File: src/rtl/ysyx_22050535_rf_wb_arbiter.sv
// rtl/ysyx_22050535_rf_wb_arbiter.sv - round-robin register-file write-port arbiter with busy scoreboard
module ysyx_22050535_rf_wb_arbiter #(
  parameter int DATA_WIDTH = 32,
  parameter int ADDR_WIDTH = 5,
  parameter int REG_NUM    = 32
) (
  input  logic                  clk,
  input  logic                  rst,
  input  logic                  exu_valid,
  input  logic [ADDR_WIDTH-1:0] exu_addr,
  input  logic [DATA_WIDTH-1:0] exu_data,
  output logic                  exu_ready,
  input  logic                  lsu_valid,
  input  logic [ADDR_WIDTH-1:0] lsu_addr,
  input  logic [DATA_WIDTH-1:0] lsu_data,
  output logic                  lsu_ready,
  input  logic                  set_valid,
  input  logic [ADDR_WIDTH-1:0] set_addr,
  input  logic [ADDR_WIDTH-1:0] chk_addr1,
  input  logic [ADDR_WIDTH-1:0] chk_addr2,
  output logic                  hazard,
  output logic                  rf_wen,
  output logic [ADDR_WIDTH-1:0] rf_waddr,
  output logic [DATA_WIDTH-1:0] rf_wdata
);

  // prio names the side that wins a tie: 0 = EXU, 1 = LSU
  logic                  prio_q, prio_d;
  logic                  rf_wen_q, rf_wen_d;
  logic [ADDR_WIDTH-1:0] rf_waddr_q, rf_waddr_d;
  logic [DATA_WIDTH-1:0] rf_wdata_q, rf_wdata_d;
  logic [REG_NUM-1:0]    busy_q, busy_d;
  logic                  exu_gnt;
  logic                  lsu_gnt;

  // Grant decode: a lone requester wins, a tie goes to the side named by prio
  always_comb begin
    exu_gnt = 1'b0;
    lsu_gnt = 1'b0;
    if (!rst) begin
      exu_gnt = exu_valid && (!lsu_valid || !prio_q);
      lsu_gnt = lsu_valid && (!exu_valid ||  prio_q);
    end
  end

  assign exu_ready = exu_gnt;
  assign lsu_ready = lsu_gnt;

  // Masking with rst drops a write still sitting in the output register when reset hits
  assign rf_wen   = rf_wen_q & ~rst;
  assign rf_waddr = rf_waddr_q;
  assign rf_wdata = rf_wdata_q;

  // No bypass: hazard looks only at the registered busy bits
  assign hazard = ~rst & (busy_q[chk_addr1] | busy_q[chk_addr2]);

  // Next write-port contents and pointer update; x0 grants handshake but never write
  always_comb begin
    prio_d     = prio_q;
    rf_wen_d   = 1'b0;
    rf_waddr_d = rf_waddr_q;
    rf_wdata_d = rf_wdata_q;
    if (exu_gnt) begin
      prio_d     = 1'b1;
      rf_wen_d   = (exu_addr != '0);
      rf_waddr_d = exu_addr;
      rf_wdata_d = exu_data;
    end else if (lsu_gnt) begin
      prio_d     = 1'b0;
      rf_wen_d   = (lsu_addr != '0);
      rf_waddr_d = lsu_addr;
      rf_wdata_d = lsu_data;
    end
  end

  // Scoreboard: clear on the write cycle, then set so a new producer keeps ownership
  always_comb begin
    busy_d = busy_q;
    if (rf_wen_q) begin
      busy_d[rf_waddr_q] = 1'b0;
    end
    if (set_valid && (set_addr != '0)) begin
      busy_d[set_addr] = 1'b1;
    end
    busy_d[0] = 1'b0;
  end

  // State registers with synchronous reset
  always_ff @(posedge clk) begin
    if (rst) begin
      prio_q     <= 1'b0;
      rf_wen_q   <= 1'b0;
      rf_waddr_q <= '0;
      rf_wdata_q <= '0;
      busy_q     <= '0;
    end else begin
      prio_q     <= prio_d;
      rf_wen_q   <= rf_wen_d;
      rf_waddr_q <= rf_waddr_d;
      rf_wdata_q <= rf_wdata_d;
      busy_q     <= busy_d;
    end
  end

endmodule

File: config.mk
export PLATFORM = sky130hd
export DESIGN_NAME = ysyx_22050535_rf_wb_arbiter
export DESIGN_NICKNAME = d
export VERILOG_FILES = /design/src/rtl/ysyx_22050535_rf_wb_arbiter.sv
export SDC_FILE = /design/constraint.sdc
export NUM_CORES = 1
export LEC_CHECK = 0
export CORE_AREA = 2 2 122 124
export CTS_CLUSTER_DIAMETER = 80
export DETAILED_ROUTE_END_ITERATION = 12
export DIE_AREA = 0 0 124 126
export GPL_TIMING_DRIVEN = 1
export SLEW_MARGIN = 10
export SYNTH_ARGS = -nofsm -noshare
export SYNTH_HDL_FRONTEND = slang
export SYNTH_SLANG_ARGS = --single-unit
export TNS_END_PERCENT = 20
File: constraint.sdc
create_clock -name clk -period 5.1 [get_ports clk]
set_input_delay 0.765 -clock clk [delete_from_list [all_inputs] [get_ports clk]]
set_output_delay 0.765 -clock clk [all_outputs]
set_load 0.01 [all_outputs]
Word-level counts from Yosys, hierarchy flattened
Cells that the tools add are included.
{"block": "op_classes", "n_mux": 20, "magnitude_cmp": 6, "bitwise_logic": 7, "reduce_logical": 14}
{"cell": "2-to-1 mux 32 bit", "n": 4}
{"cell": "bitwise AND 32 bit", "n": 1}
{"cell": "NOT 32 bit", "n": 1}
{"cell": "bitwise OR 32 bit", "n": 1}
{"cell": "less-than comparator 5 x 6 -> 1 bit, second input constant", "n": 4}
{"cell": "nonzero test 5 bit", "n": 3}
{"cell": "binary-select mux 1 bit (select 5 bit)", "n": 2}
{"cell": "demux 1 bit (select 5 bit)", "n": 2}
{"cell": ">= comparator 5 x 1 -> 1 bit, second input constant", "n": 2}
{"cell": "2-to-1 mux 1 bit", "n": 10}
{"cell": "2-to-1 mux 5 bit", "n": 2}
{"cell": "logical AND 1 bit", "n": 5}
{"cell": "logical NOT 1 bit", "n": 3}
{"cell": "bitwise AND 1 bit", "n": 2}
{"cell": "logical OR 1 bit", "n": 2}
{"cell": "nonzero test 2 bit", "n": 1}
{"cell": "NOT 1 bit", "n": 1}
{"cell": "bitwise OR 1 bit", "n": 1}
{"block": "word_totals", "in_bits": 94, "regBits": 71, "word_cells": 53}

Depth between registers and ports, before layout
{"block": "logic_depth", "word_depth": 9, "depth_mapped": 7, "depth_no_buf": 4}

Worst setup path after synthesis
Ideal clock, no wire load.
{"block": "synth_path", "path_type": "input port to output port", "from": "input chk_addr2[1]", "to": "output hazard", "required_time_ns": 4.335, "setup_slack_ns": 2.294, "arrival_time_ns": 2.041, "path_buffers": 1, "stages": 5, "cell_sequence": "buf_2 -> mux2_2 -> a2111oi_0 -> nor4b_1 -> a221o_1"}
{"block": "synth_between", "elab_chain_cells": 4}
{"element": "start, declared", "line_no": "20", "source": "input logic [ADDR_WIDTH-1:0] chk_addr2,"}
{"element": "binary-select mux 1 bit (select 5 bit)", "line_no": "55", "source": "assign hazard = ~rst & (busy_q[chk_addr1] | busy_q[chk_addr2]);"}
{"element": "2-to-1 mux 1 bit (implied by the code)", "line_no": "55"}
{"element": "bitwise OR 1 bit", "line_no": "55"}
{"element": "bitwise AND 1 bit", "line_no": "55"}
{"element": "end, declared", "line_no": "21", "source": "output logic hazard,"}
Every way passes these cells. The select of a mux whose other input is x is not followed.

Worst setup path in the final report
{"block": "layout_path", "from": "input chk_addr1[0]", "to": "output hazard"}
{"block": "layout_between", "elab_chain_cells": 4}
{"element": "start, declared", "line_no": "19", "source": "input logic [ADDR_WIDTH-1:0] chk_addr1,"}
{"element": "binary-select mux 1 bit (select 5 bit)", "line_no": "55"}
{"element": "2-to-1 mux 1 bit (implied by the code)", "line_no": "55"}
{"element": "bitwise OR 1 bit", "line_no": "55"}
{"element": "bitwise AND 1 bit", "line_no": "55"}
Every way passes these cells. The select of a mux whose other input is x is not followed.

==> reports/metrics.cfg <==
[setup_path]
timing.critical_path.to_type=output pin
required_ps=4340
timing.reg2reg.setup_slack_ps=3120
crit_arrival_ps=3200
cp_max_fo=8
worstSetupPathType=input pin to output pin
startpoint_type=input pin

[grt]
grt_start_max_net_pins=73
grt_remaining_overflow=0
total_grt_usage_pct=16.04
grt_pass1_vias=3714
global_route_wire_length_before_repair_um=19240
number_of_antenna_violations_at_the_first_check_in_global_routing=0

[timing]
finalSetupViolations=0
hold_viol_final=0
drv_slew=0
clock-skew-final_ps=3.705
clock.fmax_mhz=252.5
worst_pin_slew_ps=1059
unrepaired_setup_endpoints_after_global_routing=false
timing.slew.headroom_pct=29.27
post-route-worst-setup-slack_ps=1140
finalCriticalPeriod_ps=3960
fin_hold_ws_ps=457.5
post-route-period-util_pct=77.65
setup_tns_ps=0

[finish]
drive_gt1_share_pct=6.238
nNetsFinal=603
insertedDiodeCount=0
area_growth_pct=49.91
final_core_utilization_pct=36.73
finish.cell_count_without_fillers=697
layout_common_cells=sky130_fd_sc_hd__clkdlybuf4s50_1, sky130_fd_sc_hd__dfxtp_1, sky130_fd_sc_hd__nand2_1
commonest_non_fill_non_tap_cell_in_the_layout=sky130_fd_sc_hd__clkdlybuf4s50_1

[die]
top_level_ports=135
die_height_um=126
die-area_um2=15620
number_of_core_rows=44
core_region_area_um2=14310
die_span_x_um=124
starting_density_of_the_core_pct=24.50

[clock_tree]
cts_inserted_buffers=9
clk_latency_ps=330
clock_tree_from_tritoncts=done
clock_tree.buffer_depth=2
clk_pin_slew_ps=60
hold_buffers=0
post_cts_resize_count=0
h_tree_levels=3
clkSinkCount=70
post-cts-setup-buffer-count=0
cts_root_buffer=sky130_fd_sc_hd__clkbuf_16

[drt]
routed-wl-met2_um=5550
drc=0
drt_pre_antenna_iters=5
routed_via_density=5.095
uppermost_layer_routed=met4
drt_wl_total_um=12210
dr_total_vias=3551
drt_iter0_markers=163
detailed_route_wire_length_on_metal_1_um=5059
route.antenna.remaining_nets=0
met3_routed_wl_um=1342
wl_per_cell_um=17.52

[hold_path]
worstHoldPathType=flip-flop to flip-flop

[synth]
number_of_synthesized_register_bits=70
synth.avg_cell_area_um2=9.016
ys_async_sr_fraction_pct=0
number_of_enable_type_register_cells_in_the_synthesized_netlist=0
postSynthNetCount=483
synth_seq_area_share_pct=39.96
synth_ff_type=sky130_fd_sc_hd__dfxtp_1
synthesis.area_um2=3507
postSynthCellCount=389
post_synth_fa_ha_maj_area_fraction_pct=0
post_synth_and_or_nand_nor_area_fraction_pct=16.16
synth-compound-area-share_pct=21.48
synth_xor_area_share_pct=0
synth_top_family_by_area=compound AO/OA/AOI/OAI gates
ys_warn_count=0
synthDistinctLibCells=41
synth.mux.area_fraction_pct=18.27

[pwr]
power_per_cell_area_nw_per_um2=282.5
power.ir.vdd_worst_mv=0.1134
power.leakage_nw=1.827

[placed_design]
routabilityCongestion=0.9279
buffer_ports.inserted=134
detailed_place_hpwl_um=9018
pre_cts_ws_ps=1161
dp_cells=682

[run_status]
status=complete, no violations

[job]
cap_viol_max_count=0

## path summary, 6_finish.rpt
| path | cells after the start | to | from |
|---|---|---|---|
| worst max-delay path | 6 | hazard | chk_addr1[0] |
| worst min-delay path | 2 | rf_wdata[13]$_SDFFE_PP0P_ | rf_wdata[13]$_SDFFE_PP0P_ |
| worst max register to register | 4 | rf_wdata[8]$_SDFFE_PP0P_ | prio_q$_SDFFE_PP0P_ |
| worst min register to register | 2 | rf_wdata[13]$_SDFFE_PP0P_ | rf_wdata[13]$_SDFFE_PP0P_ |
## worst max-delay path, cell delays in order
cell	delay [ps]
sky130_fd_sc_hd__clkdlybuf4s50_1	720
sky130_fd_sc_hd__mux4_1	600
sky130_fd_sc_hd__o22ai_1	180
sky130_fd_sc_hd__o31ai_1	100
sky130_fd_sc_hd__a221o_1	350
sky130_fd_sc_hd__clkdlybuf4s50_1	470
## Yosys cell counts (3+ instances only)
cell                       number  area share, %
sky130_fd_sc_hd__dfxtp_1       70             40
sky130_fd_sc_hd__nand2_1       52            5.6
sky130_fd_sc_hd__a21oi_1       46            6.6
sky130_fd_sc_hd__o21ai_0       33            4.7
sky130_fd_sc_hd__nor2_1        31            3.3
sky130_fd_sc_hd__mux2i_1       28            8.0
sky130_fd_sc_hd__a211oi_1      24            5.1
sky130_fd_sc_hd__clkbuf_1      20            2.1
sky130_fd_sc_hd__a22oi_1       13            2.8
sky130_fd_sc_hd__mux4_2         8            5.1
sky130_fd_sc_hd__mux4_1         6            4.5
sky130_fd_sc_hd__buf_2          5           0.71
sky130_fd_sc_hd__nand2b_1       5           0.89
sky130_fd_sc_hd__nand3b_1       5            1.1
sky130_fd_sc_hd__and3b_1        4            1.0
sky130_fd_sc_hd__nor3b_1        4           0.86
sky130_fd_sc_hd__and3_1         3           0.54
## logic make-up after synthesis
family,count (synthesis)
DFF,70
muxes,44
buffers and inverters,31
and+or+nand+nor,118
AOI/OAI and AO/OA,126
## through the flow
stage | power (mW) | area [µm²]
3_3_place_gp | 0.8740 | 4967
3_5_place_dp | 0.8783 | 4967
6_report | 1.485 | 5258
2_1_floorplan | 0.7202 | 3507
5_1_grt | 1.551 | 5258
4_1_cts | 1.505 | 5258
## registers in the layout, indices dropped and copies added (netlist names)
name	cells
prio_q	1
rf_wen_q	1
busy_q	31
rf_waddr	5
rf_wdata	32
## cell type report
cell class                      count  area, µm²
Clock inverter                      4      47.55
Clock buffer                       11      242.7
Multi-Input combinational cell    288       1962
Timing Repair Buffer              138       1366
Sequential cell                    70       1401
Inverter                            2      7.507
Tap cell                          184      230.2
Fill cell                        1472       9056
## power by group
group	internal (mW)	switching [mW]	total (mW)
logic	0.154	0.113	0.267
registers	0.576	0.0244	0.600
clock network	0.387	0.231	0.619
total	1.12	0.369	1.49
## metal layers
metal  vias up  track usage (%)
met5         -                0
met3        25            5.752
met1      1667            19.41
met2       179            25.69
met4         0            6.609
li1       1680                -
No activity file was read; power rests on OpenSTA's default activity.
